[config.mk]
export PLATFORM = sky130hd
export DESIGN_NAME = serial_tx
export DESIGN_NICKNAME = d
export VERILOG_FILES = /design/src/rtl/serial_pkg.sv /design/src/rtl/serial_bit_timer.sv /design/src/rtl/serial_tx.sv
export SDC_FILE = /design/constraint.sdc
export NUM_CORES = 1
export LEC_CHECK = 0
export CORE_MARGIN = 1.5
export CORE_UTILIZATION = 45
export CTS_CLUSTER_SIZE = 30
export DETAILED_ROUTE_END_ITERATION = 8
export PLACE_DENSITY = 0.68
export RECOVER_POWER = 25
export SLEW_MARGIN = 20
export SYNTH_ARGS = -nofsm -noshare
export SYNTH_HDL_FRONTEND = slang
export SYNTH_HIERARCHICAL = 1
export SYNTH_SLANG_ARGS = --single-unit
[constraint.sdc]
create_clock -name clk -period 3 [get_ports clk]
set_clock_uncertainty 0.15 [all_clocks]
set_input_delay 0.3 -clock clk [delete_from_list [all_inputs] [get_ports clk]]
set_output_delay 0.3 -clock clk [all_outputs]
set_load 0.01 [all_outputs]
[src/rtl/serial_pkg.sv]
// serial_pkg: FSM state encoding and line levels shared by the serial_tx block
// No ports. The PARITY state exists only when SERIAL_TX_PARITY_EN is defined.
package serial_pkg;

    typedef enum logic [2:0] {
        ST_IDLE,
        ST_START,
        ST_DATA,
`ifdef SERIAL_TX_PARITY_EN
        ST_PARITY,
`endif
        ST_STOP
    } state_t;

    localparam logic IDLE_LVL  = 1'b1;
    localparam logic START_LVL = 1'b0;
    localparam logic STOP_LVL  = 1'b1;

    function automatic logic even_parity(input logic [8:0] d);
        return ^d;
    endfunction

endpackage

[src/rtl/serial_bit_timer.sv]
// serial_bit_timer: counts CLKS_PER_BIT cycles per serial bit and pulses bit_done
// Ports: clk, rst_n (async active-low), en (count while high, held at 0 otherwise),
//        bit_done (high during the last cycle of each bit period).
module serial_bit_timer #(
    parameter int CLKS_PER_BIT = 4
) (
    input  logic clk,
    input  logic rst_n,
    input  logic en,
    output logic bit_done
);
    import serial_pkg::*;

    localparam int CW = (CLKS_PER_BIT > 1) ? $clog2(CLKS_PER_BIT) : 1;
    localparam logic [CW-1:0] LAST = CW'(CLKS_PER_BIT - 1);

    logic [CW-1:0] cnt;

    assign bit_done = en && (cnt == LAST);

    always_ff @(posedge clk or negedge rst_n) begin
        if (!rst_n)
            cnt <= '0;
        else if (!en || bit_done)
            cnt <= '0;
        else
            cnt <= cnt + CW'(1);
    end

endmodule

[src/rtl/serial_tx.sv]
// serial_tx: frames a parallel word as start, LSB-first data, optional even parity, stop
// Ports: clk, rst_n (async active-low), data_in[DATA_W] / in_valid / in_ready (accept
//        handshake), tx (registered serial line, idle 1), busy (frame in progress).
// Macro SERIAL_TX_PARITY_EN adds an even parity bit between the data and stop bits.
module serial_tx #(
    parameter int DATA_W       = 8,
    parameter int CLKS_PER_BIT = 4
) (
    input  logic              clk,
    input  logic              rst_n,
    input  logic [DATA_W-1:0] data_in,
    input  logic              in_valid,
    output logic              in_ready,
    output logic              tx,
    output logic              busy
);
    import serial_pkg::*;

    localparam int BW = $clog2(DATA_W);
    localparam logic [BW-1:0] LAST_BIT = BW'(DATA_W - 1);

    state_t            state_q, state_n;
    logic [DATA_W-1:0] shift_q, shift_n;
    logic [BW-1:0]     bit_cnt_q, bit_cnt_n;
    logic              tx_q, tx_n;
    logic              armed_q;
    logic              bit_done;
    logic              accept;
`ifdef SERIAL_TX_PARITY_EN
    logic              par_q, par_n;
`endif

    serial_bit_timer #(.CLKS_PER_BIT(CLKS_PER_BIT)) u_timer (
        .clk      (clk),
        .rst_n    (rst_n),
        .en       (busy),
        .bit_done (bit_done)
    );

    // armed_q keeps in_ready low until the first edge after reset release
    assign busy     = state_q != ST_IDLE;
    assign in_ready = armed_q && (state_q == ST_IDLE || (state_q == ST_STOP && bit_done));
    assign accept   = in_valid && in_ready;
    assign tx       = tx_q;

    always_comb begin
        state_n   = state_q;
        shift_n   = shift_q;
        bit_cnt_n = bit_cnt_q;
        tx_n      = tx_q;
`ifdef SERIAL_TX_PARITY_EN
        par_n     = par_q;
`endif
        case (state_q)
            ST_IDLE: tx_n = IDLE_LVL;
            ST_START:
                if (bit_done) begin
                    state_n   = ST_DATA;
                    tx_n      = shift_q[0];
                    bit_cnt_n = '0;
                end
            ST_DATA:
                if (bit_done) begin
                    if (bit_cnt_q == LAST_BIT) begin
                        bit_cnt_n = '0;
`ifdef SERIAL_TX_PARITY_EN
                        state_n   = ST_PARITY;
                        tx_n      = par_q;
`else
                        state_n   = ST_STOP;
                        tx_n      = STOP_LVL;
`endif
                    end else begin
                        shift_n   = shift_q >> 1;
                        bit_cnt_n = bit_cnt_q + BW'(1);
                        tx_n      = shift_q[1];
                    end
                end
`ifdef SERIAL_TX_PARITY_EN
            ST_PARITY:
                if (bit_done) begin
                    state_n = ST_STOP;
                    tx_n    = STOP_LVL;
                end
`endif
            ST_STOP:
                if (bit_done) begin
                    state_n = ST_IDLE;
                    tx_n    = IDLE_LVL;
                end
            default: begin
                state_n = ST_IDLE;
                tx_n    = IDLE_LVL;
            end
        endcase
        // accept only happens in IDLE or the last STOP cycle, so it overrides both
        if (accept) begin
            state_n   = ST_START;
            tx_n      = START_LVL;
            shift_n   = data_in;
            bit_cnt_n = '0;
`ifdef SERIAL_TX_PARITY_EN
            par_n     = even_parity(9'(data_in));
`endif
        end
    end

    always_ff @(posedge clk or negedge rst_n) begin
        if (!rst_n) begin
            state_q   <= ST_IDLE;
            shift_q   <= '0;
            bit_cnt_q <= '0;
            tx_q      <= IDLE_LVL;
            armed_q   <= 1'b0;
`ifdef SERIAL_TX_PARITY_EN
            par_q     <= 1'b0;
`endif
        end else begin
            state_q   <= state_n;
            shift_q   <= shift_n;
            bit_cnt_q <= bit_cnt_n;
            tx_q      <= tx_n;
            armed_q   <= 1'b1;
`ifdef SERIAL_TX_PARITY_EN
            par_q     <= par_n;
`endif
        end
    end

endmodule

==> results of run 1 <==
final cells by class:
type	count	area, um2	area share, %
Sequential cell	17	427	37.8
Tap cell	27	33.8	2.99
Multi-Input combinational cell	55	490	43.4
Inverter	4	15.0	1.33
Clock buffer	4	26.3	2.33
Timing Repair Buffer	14	138	12.2
worst register-to-register path, cell delays in order (launching register included):
cell and delay [ns]:
sky130_fd_sc_hd__dfrtp_1 0.41, sky130_fd_sc_hd__inv_1 0.10, sky130_fd_sc_hd__ha_1 0.24, sky130_fd_sc_hd__inv_1 0.11, sky130_fd_sc_hd__and2_2 0.28, sky130_fd_sc_hd__and2_0 0.18
sky130_fd_sc_hd__o31a_1 0.33, sky130_fd_sc_hd__mux2_4 0.31
through the flow:
stage	cell area (um2)	worst slack [ns]
floorplan	956	0.852
global placement	1100	0.764
detailed placement	1100	0.702
CTS	1130	0.366
global route	1130	0.235
finish	1130	0.390
cell families after synthesis:
kind of cell | Yosys count
other cells | 1
buf+inv | 7
simple gates | 18
compound gates | 12
flops | 17
mux | 17
fa+ha+maj | 7
layer usage:
metal / share of wire (%) / routed length (um)
met1: 46 / 704
met2: 50 / 761
met3: 3.7 / 57
met4: 0 / 0
met5: 0 / 0
flip-flops by register name, summed over array words and instances (netlist names):
register,count
armed_q,1
u_timer/cnt,2
state_q,2
tx,1
bit_cnt_q,3
shift_q,8
power by group:
part,switching [uW],internal (uW)
registers,49.5,324
clock network,70.5,51.6
logic,205,242
how the worst max path moves through the flow:
stage	start	end	slack (ns)	cells past startpoint
finish	state_q[0]	in_ready	0.39	7
global route	state_q[0]	in_ready	0.23	7
CTS	state_q[0]	in_ready	0.37	7
detailed placement	state_q[0]	in_ready	0.70	7
global placement	state_q[0]	in_ready	0.76	7
floorplan	state_q[0]	state_q[0]	0.85	8
cell usage in the layout (no fill, tap or decap):
cell type,netlist,routed
sky130_fd_sc_hd__nor2_1,3,3
sky130_fd_sc_hd__conb_1,1,1
sky130_fd_sc_hd__a21oi_1,1,1
sky130_fd_sc_hd__mux2_4,1,1
sky130_fd_sc_hd__a21oi_4,1,1
sky130_fd_sc_hd__mux2i_1,2,2
sky130_fd_sc_hd__buf_4,1,1
sky130_fd_sc_hd__and3b_1,1,1
sky130_fd_sc_hd__or2_2,1,1
sky130_fd_sc_hd__dfrtp_1,16,16
sky130_fd_sc_hd__o21ai_0,5,5
sky130_fd_sc_hd__nor3_1,3,3
sky130_fd_sc_hd__a32oi_1,2,2
sky130_fd_sc_hd__nand3b_4,1,1
sky130_fd_sc_hd__mux2_2,7,7
sky130_fd_sc_hd__dlygate4sd3_1,0,1
sky130_fd_sc_hd__mux2_1,7,7
sky130_fd_sc_hd__and2_0,1,1
sky130_fd_sc_hd__nor2b_1,2,2
sky130_fd_sc_hd__nand2_1,4,4
sky130_fd_sc_hd__clkdlybuf4s50_1,0,12
sky130_fd_sc_hd__clkbuf_1,0,1
sky130_fd_sc_hd__ha_1,7,7
sky130_fd_sc_hd__o31a_1,1,1
sky130_fd_sc_hd__dfstp_2,1,1
sky130_fd_sc_hd__nor3b_2,1,1
sky130_fd_sc_hd__o21bai_1,1,1
sky130_fd_sc_hd__o2111a_1,1,1
sky130_fd_sc_hd__clkbuf_4,0,3
sky130_fd_sc_hd__inv_1,4,4
sky130_fd_sc_hd__and2_2,1,1
==> impl_metrics.yaml, run 1 <==
yosys:
  synth-compound-area-share_pct: 9.55
  synth.yosys.warnings: 6
  netlist.top_cell.by_area: "sky130_fd_sc_hd__dfrtp_1"
  syn_avg_cell_area_um2: 12.1
  synth.mux.area_fraction_pct: 20.2
  synth-adder-area-share_pct: 9.16
  post_synth_xor_area_fraction_pct: 0
  syn-cell-area_um2: 956
  synthMostInstantiatedCell: "sky130_fd_sc_hd__dfrtp_1"
  synth_enable_flop_cells: 0
  yosys-top-cells-area: "sky130_fd_sc_hd__dfrtp_1 42%, sky130_fd_sc_hd__ha_1 9.2%, sky130_fd_sc_hd__mux2_1 8.2%"
  synthesized_nets: 97
  synth-simple-area-share_pct: 12.0
  asyncSetResetFlopFracSynth_pct: 100
  yosys-top-cells-count: "16 x sky130_fd_sc_hd__dfrtp_1, 7 x sky130_fd_sc_hd__ha_1, 7 x sky130_fd_sc_hd__mux2_1, 7 x sky130_fd_sc_hd__mux2_2, 5 x sky130_fd_sc_hd__o21ai_0"
  synth_top_family_by_area: "multiplexers"
  ys_seq_elements: 17
  ys_dominant_reg_cell: "sky130_fd_sc_hd__dfrtp_1"
  yosysSeqAreaShare_pct: 44.6
  syn-instance-count: 79
  post_synth_num_cell_types: 29
  yosys.area.top_type_share_pct: 41.9
sta:
  setup-violations-final: 0
  hold_viol_final: 0
  finalMaxSlewViolations: 0
  slew_headroom_pct: 49.5
  finalSetupTns_ns: 0
  tightestPinTransition_ns: 0.755
  setup_repair_after_global_routing_missed_its_margin: "false"
  layout_min_cycle_time_ns: 2.61
  holdWs_ns: 0.308
  final.period_utilization_pct: 87.0
  timing.fmax_ghz: 0.383
pwr:
  total_power_draw_uw: 942
  vdd.ir_drop.worst_v: 0.000441
  static-leakage-power_uw: 0.000534
  power.density_mw_per_mm2: 834
placed_design:
  gp_congestion: 0.725
  dp_cells: 117
  dp_hpwl_um: 1150
  portBuffers: 13
die:
  die_width_um: 49.1
  io_pins: 14
  die_h_um: 49.1
  effective_utilization_at_floorplan_pct: 48.2
  fp.coreArea_mm2: 0.00198
  number_of_standard_cell_rows_in_the_floorplan: 16
  dieArea_mm2: 0.00241
detailed_routing:
  drt_wl_total_um: 1520
  first_iter_violations: 2
  ant_nets: 0
  drt_wl_cell_um: 12.6
  post_drt_via_cell_ratio: 5.02
  drt_pre_antenna_iters: 4
  detail_route.drc_violations: 0
  vias: 608
cts:
  postCtsResizedCells: 0
  buffer_levels_on_the_longest_clock_path: 2
  ctsHtreeMaxLevel: 1
  clk-insertion-delay-late_ns: 0.28
  worst_setup_hold_path_clk_slew_ns: 0.10
  cts_root_buf: "sky130_fd_sc_hd__clkbuf_4"
  numCtsBuffers: 3
  postCtsHoldBufs: 0
  cts_tree: "built"
  post_cts.repair.setup_buffers: 0
  clock-sinks: 17
global_route:
  met1_usage_pct: 18.7
  pin_count_of_the_biggest_net_entering_global_routing: 18
  grt_pass1_wl_um: 2750
  final_global_route_overflow_total: 0
  global_route_met3_usage_pct: 2.76
  globalRouteMet2Util_pct: 25.0
  globalRouteTotalUtil_pct: 14.7
  antenna_found_initial: 0
  gr-max-usage-layer: "met2"
  number_of_global_route_vias_before_repair: 626
cells_and_area:
  fillerInstances: 177
  final_cells: 121
  signed_area_change_from_the_synthesized_netlist_to_the_final_layout_pct: 18.2
  finalNetCount: 113
  postLayoutCoreUtil_pct: 57.0
  diodes_inserted: 0
  drive_gt1_share_pct: 19.1
worst_setup_path:
  reg2reg_setup_slack_ns: 0.79
  worst_reg2reg_endpoint: "state_q[0]"
  slowest_stage_delay_cp_ns: 0.54
  worstPathCellList: "inv_1 > ha_1 > inv_1 > and2_2 > a21oi_4 > nor2b_1 > clkdlybuf4s50_1"
  worst_r2r_startpoint: "state_q[0]"
  critical_path_required_ns: 2.55
  worstSetupPathType: "reg2out"
  reg2reg_depth: 7
  critical_path_buf_inv_count: 3
  setup.worst_path.end_class: "output port"
  crit_family: "buffers and inverters"
  worst-endpoint-arrival_ns: 2.16
  critical_path.max_fanout: 9
  path_common_cell: "sky130_fd_sc_hd__inv_1"
  crit_path_top_delay_cell: "sky130_fd_sc_hd__clkdlybuf4s50_1"
  startpoint_type: "flop"
hold_path:
  worstHoldPathType: "reg2reg"
  worst_hold_path.num_cells: 1
  min_delay_worst_endpoint: "u_timer/cnt[0]"
  hold_path_startpoint: "u_timer/cnt[0]"
status:
  outcome: "completed"
job:
  max-cap-violations: 0
No activity file was read; power rests on OpenSTA's default activity.
==> run 2, diff against run 1 <==
--- a/config.mk
+++ b/config.mk
@@ -9,6 +9,7 @@
 export CORE_UTILIZATION = 45
 export CTS_CLUSTER_SIZE = 30
 export DETAILED_ROUTE_END_ITERATION = 8
+export GPL_TIMING_DRIVEN = 0
 export PLACE_DENSITY = 0.68
 export RECOVER_POWER = 25
 export SLEW_MARGIN = 20
==> impl_metrics.yaml, run 2 (synthesis gave the netlist of run 1 again) <==
status:
  outcome: "completed"
cells_and_area:
  number_of_flip_flops_in_the_largest_register: 8
  most_frequent_cells_in_the_layout: "16 x sky130_fd_sc_hd__dfrtp_1, 12 x sky130_fd_sc_hd__clkdlybuf4s50_1, 7 x sky130_fd_sc_hd__mux2_1, 7 x sky130_fd_sc_hd__mux2_2, 7 x sky130_fd_sc_hd__ha_1"
  final_common_cell: "sky130_fd_sc_hd__dfrtp_1"
  postLayoutCoreUtil_pct: 57.9
  finalNetCount: 115
  largest_register: "shift_q"
  drive_gt1_share_pct: 21.9
  signed_area_change_from_the_synthesized_netlist_to_the_final_layout_pct: 20.0
  biggestRegsByFlops: "shift_q x8, bit_cnt_q x3"
  diodes_inserted: 0
  final_cells: 123
pwr:
  vdd.ir_drop.worst_v: 0.000508
  static-leakage-power_uw: 0.000548
  power.density_mw_per_mm2: 819
sta:
  tightestPinTransition_ns: 0.729
  finalSetupTns_ns: 0
  finalMaxSlewViolations: 0
  layout_setup_ws_ns: 0.352
  holdWs_ns: 0.313
  slew_headroom_pct: 51.2
  timing.fmax_ghz: 0.378
  final.period_utilization_pct: 88.3
  setup-violations-final: 0
  hold_viol_final: 0
  setup_repair_after_global_routing_missed_its_margin: "false"
  layout_min_cycle_time_ns: 2.65
detailed_routing:
  first_iter_violations: 6
  detail_route.drc_violations: 0
  vias: 629
  drt_wl_cell_um: 12.0
  drt_wl_total_um: 1480
  drt_pre_antenna_iters: 3
  post_drt_via_cell_ratio: 5.11
  ant_nets: 0
global_route:
  grt_pass1_wl_um: 2850
  gr-max-usage-layer: "met2"
  pin_count_of_the_biggest_net_entering_global_routing: 18
  globalRouteMet2Util_pct: 24.5
  number_of_global_route_vias_before_repair: 630
  global_route_met3_usage_pct: 3.68
  globalRouteTotalUtil_pct: 15.6
  final_global_route_overflow_total: 0
  met1_usage_pct: 19.6
  antenna_found_initial: 0
worst_setup_path:
  reg2reg_depth: 9
  critical_path_buf_inv_count: 4
  crit_path_top_delay_cell: "sky130_fd_sc_hd__clkdlybuf4s50_1"
  crit_family: "buffers and inverters"
  worstPathCellList: "inv_1 > ha_1 > inv_1 > and2_2 > buf_6 > a21oi_4 > nor2b_1 > clkdlybuf4s50_1"
  crit_cells: 8
  startpoint_type: "flop"
  worst-endpoint-arrival_ns: 2.20
  worst_reg2reg_endpoint: "shift_q[3]"
  setup.worst_path.end_class: "output port"
  path_common_cell: "sky130_fd_sc_hd__inv_1"
  reg2reg_setup_slack_ns: 0.75
  slowest_stage_delay_cp_ns: 0.47
  critical_path_required_ns: 2.55
  critical_path.max_fanout: 9
  worst_r2r_startpoint: "state_q[0]"
  worstSetupPathType: "reg2out"
placed_design:
  dp_cells: 119
  place_ws_ns: 0.663
  dp_hpwl_um: 1140
  portBuffers: 13
  gp_congestion: 0.746
die:
  fp.coreArea_mm2: 0.00198
  die_width_um: 49.1
  die_h_um: 49.1
  dieArea_mm2: 0.00241
  number_of_standard_cell_rows_in_the_floorplan: 16
  io_pins: 14
  effective_utilization_at_floorplan_pct: 48.2
cts:
  post_cts.repair.setup_buffers: 0
  postCtsHoldBufs: 0
  clock-sinks: 17
  numCtsBuffers: 3
  clk-insertion-delay-late_ns: 0.29
  ctsHtreeMaxLevel: 1
  buffer_levels_on_the_longest_clock_path: 2
  postCtsResizedCells: 0
  cts_root_buf: "sky130_fd_sc_hd__clkbuf_4"
  cts_tree: "built"
  worst_setup_hold_path_clk_slew_ns: 0.10
hold_path:
  worst_hold_path.num_cells: 1
  hold_path_startpoint: "u_timer/cnt[0]"
  min_delay_worst_endpoint: "u_timer/cnt[0]"
  worstHoldPathType: "reg2reg"
job:
  max-cap-violations: 0
-- run 2: cell count changes in the layout (fill, tap and decap cells not counted), sizes merged --
cell / change
clkbuf: -1
buf: +2
clkinv: +1
-- run 2: metrics by stage --
step	power [uW]	area (um2)
floorplan	704	956
global placement	811	1120
detailed placement	831	1120
CTS	954	1150
global route	1030	1150
finish	940	1150
-- run 2: worst max path at each step --
| stage | from | to | slack, ns |
|---|---|---|---|
| 2_1_floorplan | state_q[0] | state_q[0] | 0.85 |
| 3_5_place_dp | state_q[0] | in_ready | 0.66 |
| 6_report | state_q[0] | in_ready | 0.35 |
| 5_1_grt | state_q[0] | in_ready | 0.20 |
| 4_1_cts | state_q[0] | in_ready | 0.33 |
| 3_3_place_gp | state_q[0] | in_ready | 0.69 |
-- run 2: cell type report --
cell class | instances | area, um2
fillers | 162 | 835
multi-input cells | 55 | 490
flip-flops and latches | 17 | 427
repair buffers | 13 | 130
well taps | 27 | 33.8
plain buffers | 3 | 23.8
clock buffers | 3 | 22.5
inverters | 4 | 15.0
clock inverters | 1 | 5.00
-- run 2: report_power, final --
group / switching (uW) / leakage, uW / internal [uW]
logic: 199 / 0.000319 / 245
clock network: 72.1 / 0.0000177 / 49.5
registers: 50.7 / 0.000211 / 324
total: 322 / 0.000548 / 618
-- run 2: routing by layer --
layer  vias to the layer above  wire, um
li1                        313         -
met1                       301       685
met2                        11       710
met3                         4        47
met4                         0        36
met5                         -         0
